$ cat config.mk
export PLATFORM = sky130hd
export DESIGN_NAME = bus_arbiter2
export DESIGN_NICKNAME = d
export VERILOG_FILES = /design/src/rtl/bus_arbiter2.sv
export SDC_FILE = /design/constraint.sdc
export NUM_CORES = 1
export LEC_CHECK = 0
export BUFFER_PORTS_ARGS = -buffer_cell sky130_fd_sc_hd__buf_2
export CORE_AREA = 4 4 117 119
export DETAILED_ROUTE_END_ITERATION = 6
export DIE_AREA = 0 0 121 123
export PLACE_DENSITY_LB_ADDON = 0.05
export REMOVE_ABC_BUFFERS = 1
export SETUP_SLACK_MARGIN = 0.5
export SLEW_MARGIN = 20
export SYNTH_ARGS = -nofsm -noshare
export SYNTH_HDL_FRONTEND = slang
export SYNTH_SLANG_ARGS = --single-unit
$ cat constraint.sdc
create_clock -name clk -period 2.8 [get_ports clk]
set_clock_uncertainty 0.1 [all_clocks]
set_input_delay 0.14 -clock clk [delete_from_list [all_inputs] [get_ports clk]]
set_output_delay 0.14 -clock clk [all_outputs]
set_load 0.01 [all_outputs]
$ cat src/rtl/bus_arbiter2.sv
// Two-master round-robin arbiter for the shared CPU memory bus.
// Optional watchdog abort enabled by defining BUS_ARB_TIMEOUT_EN.
module bus_arbiter2 #(
  parameter int unsigned ADDR_W = 32,
  parameter int unsigned DATA_W = 32
`ifdef BUS_ARB_TIMEOUT_EN
  ,
  parameter int unsigned TIMEOUT_CYCLES = 256
`endif
) (
  input  logic              clk,
  input  logic              rst,
  input  logic              m0_valid,
  input  logic              m0_mode,
  input  logic [ADDR_W-1:0] m0_addr,
  input  logic [DATA_W-1:0] m0_wdata,
  input  logic              m0_rready,
  output logic              m0_wready,
  output logic              m0_rvalid,
  output logic [DATA_W-1:0] m0_rdata,
  input  logic              m1_valid,
  input  logic              m1_mode,
  input  logic [ADDR_W-1:0] m1_addr,
  input  logic [DATA_W-1:0] m1_wdata,
  input  logic              m1_rready,
  output logic              m1_wready,
  output logic              m1_rvalid,
  output logic [DATA_W-1:0] m1_rdata,
  output logic              s_valid,
  output logic              s_mode,
  output logic [ADDR_W-1:0] s_addr,
  output logic [DATA_W-1:0] s_wdata,
  output logic              s_rready,
  input  logic              s_wready,
  input  logic              s_rvalid,
  input  logic [DATA_W-1:0] s_rdata,
  output logic [1:0]        gnt
`ifdef BUS_ARB_TIMEOUT_EN
  ,
  output logic              m0_err,
  output logic              m1_err
`endif
);

  typedef enum logic [1:0] {IDLE, OWN0, OWN1} state_t;

  state_t state, state_nx;
  logic   last_gnt, last_gnt_nx;
  logic   done0, done1;
  logic   timeout;

  // Completion as seen on the owner's request direction.
  assign done0 = m0_mode ? s_wready : (s_rvalid & m0_rready);
  assign done1 = m1_mode ? s_wready : (s_rvalid & m1_rready);

`ifdef BUS_ARB_TIMEOUT_EN
  localparam int unsigned CNT_W = (TIMEOUT_CYCLES > 1) ? $clog2(TIMEOUT_CYCLES) : 1;

  logic [CNT_W-1:0] cnt;

  // Counts owned cycles; IDLE clears it so every grant starts from zero.
  always_ff @(posedge clk) begin
    if (rst) begin
      cnt <= '0;
    end else if (state == IDLE) begin
      cnt <= '0;
    end else begin
      cnt <= cnt + CNT_W'(1);
    end
  end

  assign timeout = (state != IDLE) && (cnt == CNT_W'(TIMEOUT_CYCLES - 1));
`else
  assign timeout = 1'b0;
`endif

  always_ff @(posedge clk) begin
    if (rst) begin
      state    <= IDLE;
      last_gnt <= 1'b1;
    end else begin
      state    <= state_nx;
      last_gnt <= last_gnt_nx;
    end
  end

  always_comb begin
    state_nx    = state;
    last_gnt_nx = last_gnt;
    gnt         = 2'b00;
    s_valid     = 1'b0;
    s_mode      = 1'b0;
    s_addr      = '0;
    s_wdata     = '0;
    s_rready    = 1'b0;
    m0_wready   = 1'b0;
    m0_rvalid   = 1'b0;
    m0_rdata    = '0;
    m1_wready   = 1'b0;
    m1_rvalid   = 1'b0;
    m1_rdata    = '0;
`ifdef BUS_ARB_TIMEOUT_EN
    m0_err      = 1'b0;
    m1_err      = 1'b0;
`endif
    case (state)
      IDLE: begin
        // On a tie the master that did not own the bus last goes first.
        if (m0_valid && m1_valid) begin
          state_nx = last_gnt ? OWN0 : OWN1;
        end else if (m0_valid) begin
          state_nx = OWN0;
        end else if (m1_valid) begin
          state_nx = OWN1;
        end
      end
      OWN0: begin
        gnt       = 2'b01;
        s_valid   = m0_valid;
        s_mode    = m0_mode;
        s_addr    = m0_addr;
        s_wdata   = m0_wdata;
        s_rready  = m0_rready;
        m0_wready = s_wready;
        m0_rvalid = s_rvalid;
        m0_rdata  = s_rdata;
        if (!m0_valid || done0 || timeout) begin
          state_nx    = IDLE;
          last_gnt_nx = 1'b0;
        end
`ifdef BUS_ARB_TIMEOUT_EN
        m0_err = timeout && m0_valid && !done0;
`endif
      end
      OWN1: begin
        gnt       = 2'b10;
        s_valid   = m1_valid;
        s_mode    = m1_mode;
        s_addr    = m1_addr;
        s_wdata   = m1_wdata;
        s_rready  = m1_rready;
        m1_wready = s_wready;
        m1_rvalid = s_rvalid;
        m1_rdata  = s_rdata;
        if (!m1_valid || done1 || timeout) begin
          state_nx    = IDLE;
          last_gnt_nx = 1'b1;
        end
`ifdef BUS_ARB_TIMEOUT_EN
        m1_err = timeout && m1_valid && !done1;
`endif
      end
      default: state_nx = IDLE;
    endcase
  end

endmodule

# ---- After elaboration in Yosys (flattened, before gate mapping)
# Index checks and enable logic that the tools add are counted.
dict set report word_totals {
  wordCells 42
  latchBits 0
  mem_bits_rw 0
  mem_bits_ro 0
  reg_bits 3
  n_memories 0
  in_bits 170
}
dict set report op_classes {
  shifts 0
  n_bitwise 2
  n_eq_ne 5
  n_addsub 0
  div_mod_pow 0
  reduce_logical 9
  muxes 24
  multipliers 0
  n_lt_le_gt_ge 0
}
# cell n
set ops {}
lappend ops {{one-hot mux 32 bit (2 select lines)} 2}
lappend ops {{two-way mux 32 bit} 2}
lappend ops {{two-way mux 2 bit} 6}
lappend ops {{two-way mux 1 bit} 8}
lappend ops {{one-hot mux 1 bit (2 select lines)} 4}
lappend ops {{one-hot mux 2 bit (3 select lines)} 1}
lappend ops {{AND reduction 3 bit} 2}
lappend ops {{!= test 2 bit (second input constant)} 2}
lappend ops {{!= test 4 bit (second input constant)} 1}
lappend ops {{one-hot mux 2 bit (2 select lines)} 1}
lappend ops {{bitwise AND 1 bit} 2}
lappend ops {{== test 2 x 1 -> 1 bit (second input constant)} 1}
lappend ops {{== test 2 bit (second input constant)} 1}
lappend ops {{logical NOT 1 bit} 2}
lappend ops {{logical NOT 2 bit} 1}
lappend ops {{logical OR 1 bit} 2}
lappend ops {{nonzero test 2 bit} 1}
lappend ops {{logical AND 1 bit} 1}

# ---- Depth between registers and ports, before layout
# Gate-level depths: netlist of run 1.
dict set report depth {
  depth_word 5
  ltp_mapped 6
  depth_no_buf 5
}

# ---- Worst setup path before layout of run 1
# Ideal clock, no wire load.
dict set report synth_path {
  kind {flip-flop to output port}
  start {reg state[0]}
  end {out s_addr[0]}
  n_path_buf 2
  path_slack_ps 1228
  required_ps 2560
  path_stages_with_launch 6
  arrival_ps 1332
  cell_sequence {dfxtp_1 inv_1 ha_1 buf_2 clkbuf_1 nor2b_1}
}
dict set report synth_between {
  elab_chain_len 2
}
# element line_no
set synth_lines {}
lappend synth_lines {{start, declared} 47} ;# state_t state, state_nx;
lappend synth_lines {{start signal, assigned} 82} ;# state <= state_nx;
lappend synth_lines {{== test 2 bit or == test 2 x 1 -> 1 bit (tied branches)} 106} ;# case (state)
lappend synth_lines {{one-hot mux 32 bit (2 select lines) (*)} 106}
lappend synth_lines {{end, declared} 31} ;# output logic [ADDR_W-1:0] s_addr,
# Every way passes the cells marked *; elsewhere a longest branch is shown, timed or not.

# ---- Worst setup path in the final report of run 1
dict set report layout_path {
  start {reg state[0]}
  end {out s_addr[14]}
}
# Same word-level chain as after synthesis.

==> results of run 1 <==
## worst min-delay path by stage
stage               start  slack [ns]  endpoint
floorplan             rst        0.13  last_gnt
global placement      rst        0.30  last_gnt
detailed placement    rst        0.30  last_gnt
CTS                   rst        0.07  last_gnt
global route          rst        0.11  last_gnt
finish                rst        0.06  last_gnt
## final cells by class
class,count,area share
inverter,2,0.00213
sequential,3,0.0171
timing repair buffer,310,0.454
antenna,1,0.000711
tap,172,0.0611
multi-input combinational,227,0.442
clock buffer,4,0.0224
## per-layer routing
layer,part of all wire,global-route usage
met3,0.094,0.0348
met1,0.34,0.135
met5,0.00062,0
met4,0.024,0.0390
met2,0.54,0.283
## power groups by stage
| stage | Clock, uW | Combinational [uW] | Sequential (uW) |
|---|---|---|---|
| 2_1_floorplan | 0 | 464 | 53.0 |
| 3_3_place_gp | 0 | 882 | 54.8 |
| 3_5_place_dp | 0 | 876 | 55.2 |
| 4_1_cts | 231 | 878 | 54.5 |
| 5_1_grt | 238 | 955 | 55.9 |
| 6_report | 229 | 861 | 54.4 |
## stage by stage
stage	utilization	area [um^2]	setup slack, ns
final	0.280	3520	0.706
after global routing	0.280	3520	0.520
after CTS	0.280	3510	0.589
after detailed placement	0.273	3440	0.827
after global placement	0.273	3440	0.887
after floorplan	-	1610	-0.300
## flip-flops by register name, indices dropped and copies added, names as in the netlist
name and cells:
state 2, last_gnt 1
## kinds of logic (layout without fill, tap and decap cells)
| family | after synthesis | in the layout |
|---|---|---|
| and+or+nand+nor | 151 | 151 |
| AOI/OAI and AO/OA | 69 | 69 |
| buffers and inverters | 31 | 316 |
| adders and majority gates | 5 | 5 |
| DFF | 3 | 3 |
| muxes | 2 | 2 |
| other | 0 | 1 |
## cells in the final DEF (no fill, tap or decap), types with 2 or more instances in the layout
cell,Yosys,final
nand4_1,2,2
nor2_1,2,2
buf_12,0,3
nand2b_1,3,3
nor2b_1,67,67
buf_2,12,306
nand3b_1,2,2
a22oi_1,67,67
nand3_1,2,2
clkbuf_16,0,3
ha_2,0,2
dfxtp_1,3,3
inv_1,2,2
and2_1,68,68
ha_1,5,2
nand2_1,3,3
## timing repair
item / CTS / global route
gates resized for setup: 0 / 1
endpoints found under the setup margin: 0 / 52
setup buffers: 0 / 0
==> reports/metrics.csv, run 1 <==
stage;metric;value;unit
critical_path;r2r-start;state[1];
power_and_ir_drop;total_power;1140;uW
synthesis;synth.distinct_cells;22;
global_routing;overflow;0;
critical_path;cp_max_fo;55;
critical_path;cp_cell_sequence;inv_1, ha_2, buf_12, nor2b_1, buf_2;
die;initial_core_util;0.138;
detailed_routing;dr.pass1.iters;4;
synthesis;yosys_warnings;0;
global_routing;grt.total_usage;0.138;
clock_network;cts_root_buf;clkbuf_16;
cells_and_area;n_fill_cell;1427;
synthesis;synth-seq-cells;3;
placement;place_inst;714;
cells_and_area;syn2layout_area_growth;103;%
critical_path;path_depth;5;
power_and_ir_drop;p_leak;0.00195;uW
critical_path;crit_family;buffers and inverters;
cells_and_area;multi_input_comb_area;0.00156;mm^2
detailed_routing;antenna_left;0;
synthesis;synth_commonest_cells;and2_1, a22oi_1, nor2b_1, clkbuf_1, buf_2;
die;io-pin-count;307;
power_and_ir_drop;powerDensity;325;mW/mm^2
hold_path;whs_path_depth;2;
timing;clock.fmax;477;MHz
critical_path;required;2.56;ns
synthesis;synth-edff-count;0;
clock_network;cts.sinks;3;
synthesis;syn-cell-area;0.00174;mm^2
power_and_ir_drop;comb_power_share;0.753;
synthesis;synth_mux_area_frac;0.0144;
timing;finalMaxSlewViolations;0;
timing;rsz0062_at_grt;false;
global_routing;grt_max_degree;75;
critical_path;worst_r2r_path_depth;5;
timing;period_share;0.748;
critical_path;worstSetupPathType;reg2out;
power_and_ir_drop;seqPwrFrac;0.048;
detailed_routing;drt-wirelength-per-cell;15.6;um
detailed_routing;drt-vias-per-instance;4.22;
timing;period_needed;2.09;ns
detailed_routing;finalWirelength;11.2;mm
power_and_ir_drop;irDropWorstVdd;208;uV
synthesis;synth_compound_area_frac;0.297;
die;rows;41;
critical_path;r2r_slack;0.98;ns
die;design.die.area;0.0149;mm^2
critical_path;end_kind;output port;
placement;place.gp.congestion;0.811;
placement;place.port_buffers;306;
synthesis;yosysSeqAreaShare;0.0346;
timing;report.final.setup_viol;0;
timing;timing.hold.ws;0.0647;ns
critical_path;r2r_end;state[1];
power_and_ir_drop;swShare;0.431;
timing;worst_slew_pin_slew;0.376;ns
clock_network;ctsHtreeMaxLevel;1;
global_routing;grt_pass1_wl;16.4;mm
die;die_w;121;um
power_and_ir_drop;clockPowerShare;0.200;
synthesis;yosysTopAreaCell;a22oi_1;
flow_run;drv_cap;0;
global_routing;grt_pass1_vias;3050;
cells_and_area;regArea;60.1;um^2
synthesis;synth_area_leaders;a22oi_1, and2_1, nor2b_1, ha_1, buf_2;
placement;dp_hpwl;9.32;mm
power_and_ir_drop;p_int;651;uW
synthesis;synthSimpleGateAreaFrac;0.538;
synthesis;async_reset_ff_frac;0;
critical_path;crit_arrival;1.85;ns
synthesis;synth_top_family_by_area;simple AND/OR/NAND/NOR gates;
synthesis;synth.most_common_cell;and2_1;
timing;hold_viol;0;
global_routing;antenna_found_initial;2;
die;core_area;0.0126;mm^2
synthesis;synth_ff_type;dfxtp_1;
power_and_ir_drop;p_sw;493;uW
critical_path;critPathSlowestCell;ha_2;
synthesis;synth-xor-area-share;0;
critical_path;startpoint_type;register;
cells_and_area;stdcell_count;719;
timing;slew_headroom;0.749;
synthesis;synth_fa_ha_area_frac;0.0360;
critical_path;cp-startpoint;state[0];
critical_path;critical_path_buf_inv_count;3;
timing;setup_tns;0;ns
detailed_routing;drc;0;
clock_network;cts_max_path_buffers;2;
detailed_routing;drt_iter0_drc;101;
synthesis;avgSynthCellArea;6.66;um^2
cells_and_area;drive_gt1_frac;0.581;
cells_and_area;nets;722;
synthesis;syn_inst;261;
outcome;status;complete, no violations;
clock_network;clkLatencyLatePin;0.22;ns
synthesis;synth.top_cell.area_share;0.289;
critical_path;slowest_delay;0.48;ns
clock_network;cts_tree;done;
critical_path;endpoint;s_addr[14];
die;die_y;123;um
hold_path;min_path_type;in2reg;
clock_network;cts_buffers;3;
detailed_routing;vias;3032;
clock_network;holdBufCountCts;0;
clock_network;clk_pin_slew;0.03;ns
No activity file was read; power rests on OpenSTA's default activity.
==> run 2: changes to the inputs <==
--- a/config.mk
+++ b/config.mk
@@ -6,9 +6,9 @@
 export NUM_CORES = 1
 export LEC_CHECK = 0
 export BUFFER_PORTS_ARGS = -buffer_cell sky130_fd_sc_hd__buf_2
-export CORE_AREA = 4 4 117 119
+export CORE_AREA = 4 4 118 120
 export DETAILED_ROUTE_END_ITERATION = 6
-export DIE_AREA = 0 0 121 123
+export DIE_AREA = 0 0 122 124
 export PLACE_DENSITY_LB_ADDON = 0.05
 export REMOVE_ABC_BUFFERS = 1
 export SETUP_SLACK_MARGIN = 0.5
==> constraint.sdc (replaced) <==
create_clock -name clk -period 1.75 [get_ports clk]
set_clock_uncertainty 0.1 [all_clocks]
set_input_delay 0.0875 -clock clk [delete_from_list [all_inputs] [get_ports clk]]
set_output_delay 0.0875 -clock clk [all_outputs]
set_load 0.01 [all_outputs]
==> reports/metrics.csv, run 2 (synthesis gave the netlist of run 1 again) <==
stage;metric;value;unit;change
detailed_routing;drt-vias-per-instance;4.15;;-1.6%
timing;worst_slew_pin_slew;0.222;ns;-0.155 ns
timing;hold_viol;0;;unchanged
placement;place.gp.congestion;0.829;;+2.2%
global_routing;grt_pass1_vias;3034;;-0.52%
global_routing;overflow;0;;unchanged
timing;report.final.setup_viol;0;;unchanged
timing;period_share;0.994;;
cells_and_area;finalInstanceArea;0.00402;mm^2;+14%
timing;clock.fmax;575;MHz;
die;die_y;124;um;+0.81%
placement;place.port_buffers;306;;unchanged
cells_and_area;final_common_cell;buf_2;;
hold_path;min_path_type;in2reg;;
critical_path;critPathSlowestCell;dfxtp_2;;
global_routing;grt_pass1_wl;17.3;mm;+5.9%
detailed_routing;dr.pass1.iters;4;;unchanged
critical_path;end_kind;output port;;
global_routing;antenna_found_initial;1;;-1
die;io-pin-count;307;;unchanged
cells_and_area;drive_gt1_frac;0.644;;+0.0632
placement;dp_hpwl;9.74;mm;+4.5%
die;initial_core_util;0.134;;-0.00439
timing;period_needed;1.74;ns;
timing;setup_slack;0.0100;ns;-0.696 ns
critical_path;crit_arrival;1.55;ns;-0.30 ns
timing;slew_headroom;0.852;;+0.103
flow_run;drv_cap;0;;unchanged
global_routing;grt_max_degree;30;;-60%
die;die_w;122;um;+0.83%
clock_network;cts_max_path_buffers;2;;unchanged
power_and_ir_drop;powerDensity;554;mW/mm^2;+71%
cells_and_area;top_register;state;;
placement;pre_cts_ws;0.104;ns;-0.723 ns
power_and_ir_drop;irDropWorstVdd;312;uV;+50%
critical_path;slowest_delay;0.34;ns;-0.14 ns
detailed_routing;drt-wirelength-per-cell;16.7;um;+7.0%
cells_and_area;n_fill_cell;1427;;unchanged
cells_and_area;nets;743;;+2.9%
detailed_routing;vias;3088;;+1.8%
detailed_routing;antenna_left;0;;unchanged
critical_path;startpoint_type;register;;
cells_and_area;syn2layout_area_growth;132;%;
critical_path;worstSetupPathType;reg2out;;
placement;place_area;0.00351;mm^2;+2.1%
clock_network;cts.sinks;3;;unchanged
critical_path;cp_cell_sequence;inv_2, ha_4, buf_12, bufbuf_16, and2_1, buf_2;;
die;core_area;0.0130;mm^2;+3.3%
clock_network;cts_buffers;3;;unchanged
clock_network;clkLatencyLatePin;0.23;ns;about the same
outcome;status;complete, no violations;;
clock_network;cts_tree;done;;
die;design.die.area;0.0151;mm^2;+1.6%
critical_path;cp_max_fo;13;;-76%
global_routing;grt.total_usage;0.148;;+0.00943
detailed_routing;drc;0;;unchanged
detailed_routing;drt_iter0_drc;105;;+4.0%
clock_network;cts_root_buf;clkbuf_16;;
cells_and_area;layout_common_cells;buf_2, and2_1, nor2b_1;;
cells_and_area;largest_reg_flops;2;;unchanged
timing;setup_tns;0;ns;unchanged
clock_network;ctsHtreeMaxLevel;1;;unchanged
power_and_ir_drop;p_leak;0.00213;uW;+9.7%
clock_network;clk_pin_slew;0.03;ns;about the same
timing;timing.hold.ws;0.0233;ns;-0.0413 ns
die;rows;42;;+2.4%
cells_and_area;largestRegisters;state: 2 flops, last_gnt: 1 flops;;
critical_path;required;1.56;ns;-1.00 ns
detailed_routing;finalWirelength;12.4;mm;+11%
critical_path;r2r_slack;0.13;ns;-0.85 ns
timing;finalMaxSlewViolations;0;;unchanged
timing;rsz0062_at_grt;true;;
cells_and_area;final_util;0.310;;+0.0300
## run 2: cell count changes in the layout (fill, tap and decap cells not counted), sizes merged
cell | before | now
buf | 310 | 329
bufbuf | 0 | 1
clkbuf | 4 | 5
## run 2: path summary, 6_finish.rpt
path	cells past startpoint	startpoint	endpoint
worst min-delay path	2	rst	last_gnt
worst max-delay path	6	state[1]	m0_rdata[28]
worst min register to register	1	last_gnt	last_gnt
worst max register to register	6	state[1]	last_gnt
## run 2: final cells by class
| type | count | area [um^2] | area share |
|---|---|---|---|
| Tap cell | 176 | 220 | 0.0547 |
| Multi-Input combinational cell | 227 | 1690 | 0.420 |
| Antenna cell | 1 | 2.50 | 0.000622 |
| Inverter | 2 | 10.0 | 0.00249 |
| Clock buffer | 4 | 78.8 | 0.0196 |
| Timing Repair Buffer | 331 | 1960 | 0.486 |
| Sequential cell | 3 | 65.1 | 0.0162 |
## run 2: per-layer routing
layer,GRT usage,up-vias,share of wire
met5,0,-,0
met1,0.158,1412,0.37
li1,-,1523,-
met2,0.303,147,0.55
met4,0.0217,0,0.0099
met3,0.0272,6,0.079
## run 2: critical path: cells and delay by family (launching register included)
family	cells	cell delay [ns]
adders and majority gates	1	0.18
buffers and inverters	4	0.64
DFF	1	0.34
and+or+nand+nor	1	0.15
## run 2: power breakdown
part / leakage (uW) / total, uW / internal [uW] / switching (uW)
Sequential: 0.0000257 / 92.0 / 80.1 / 12.0
Clock: 0.0000382 / 372 / 301 / 70.2
Combinational: 0.00207 / 1770 / 934 / 834
Total: 0.00213 / 2230 / 1320 / 916
## run 2: repair_timing
item                                    CTS  global route
pin swaps                                 1             5
buffers inserted                          6             3
hold buffers                              0             0
gates resized for setup                  41            11
gates cloned                              4             1
endpoints found under the setup margin  138           138
## run 2: through the flow
step	total power, uW	std cells
finish	2230	744
global route	2390	744
CTS	2200	739
detailed placement	1540	725
global placement	1550	725
floorplan	827	232
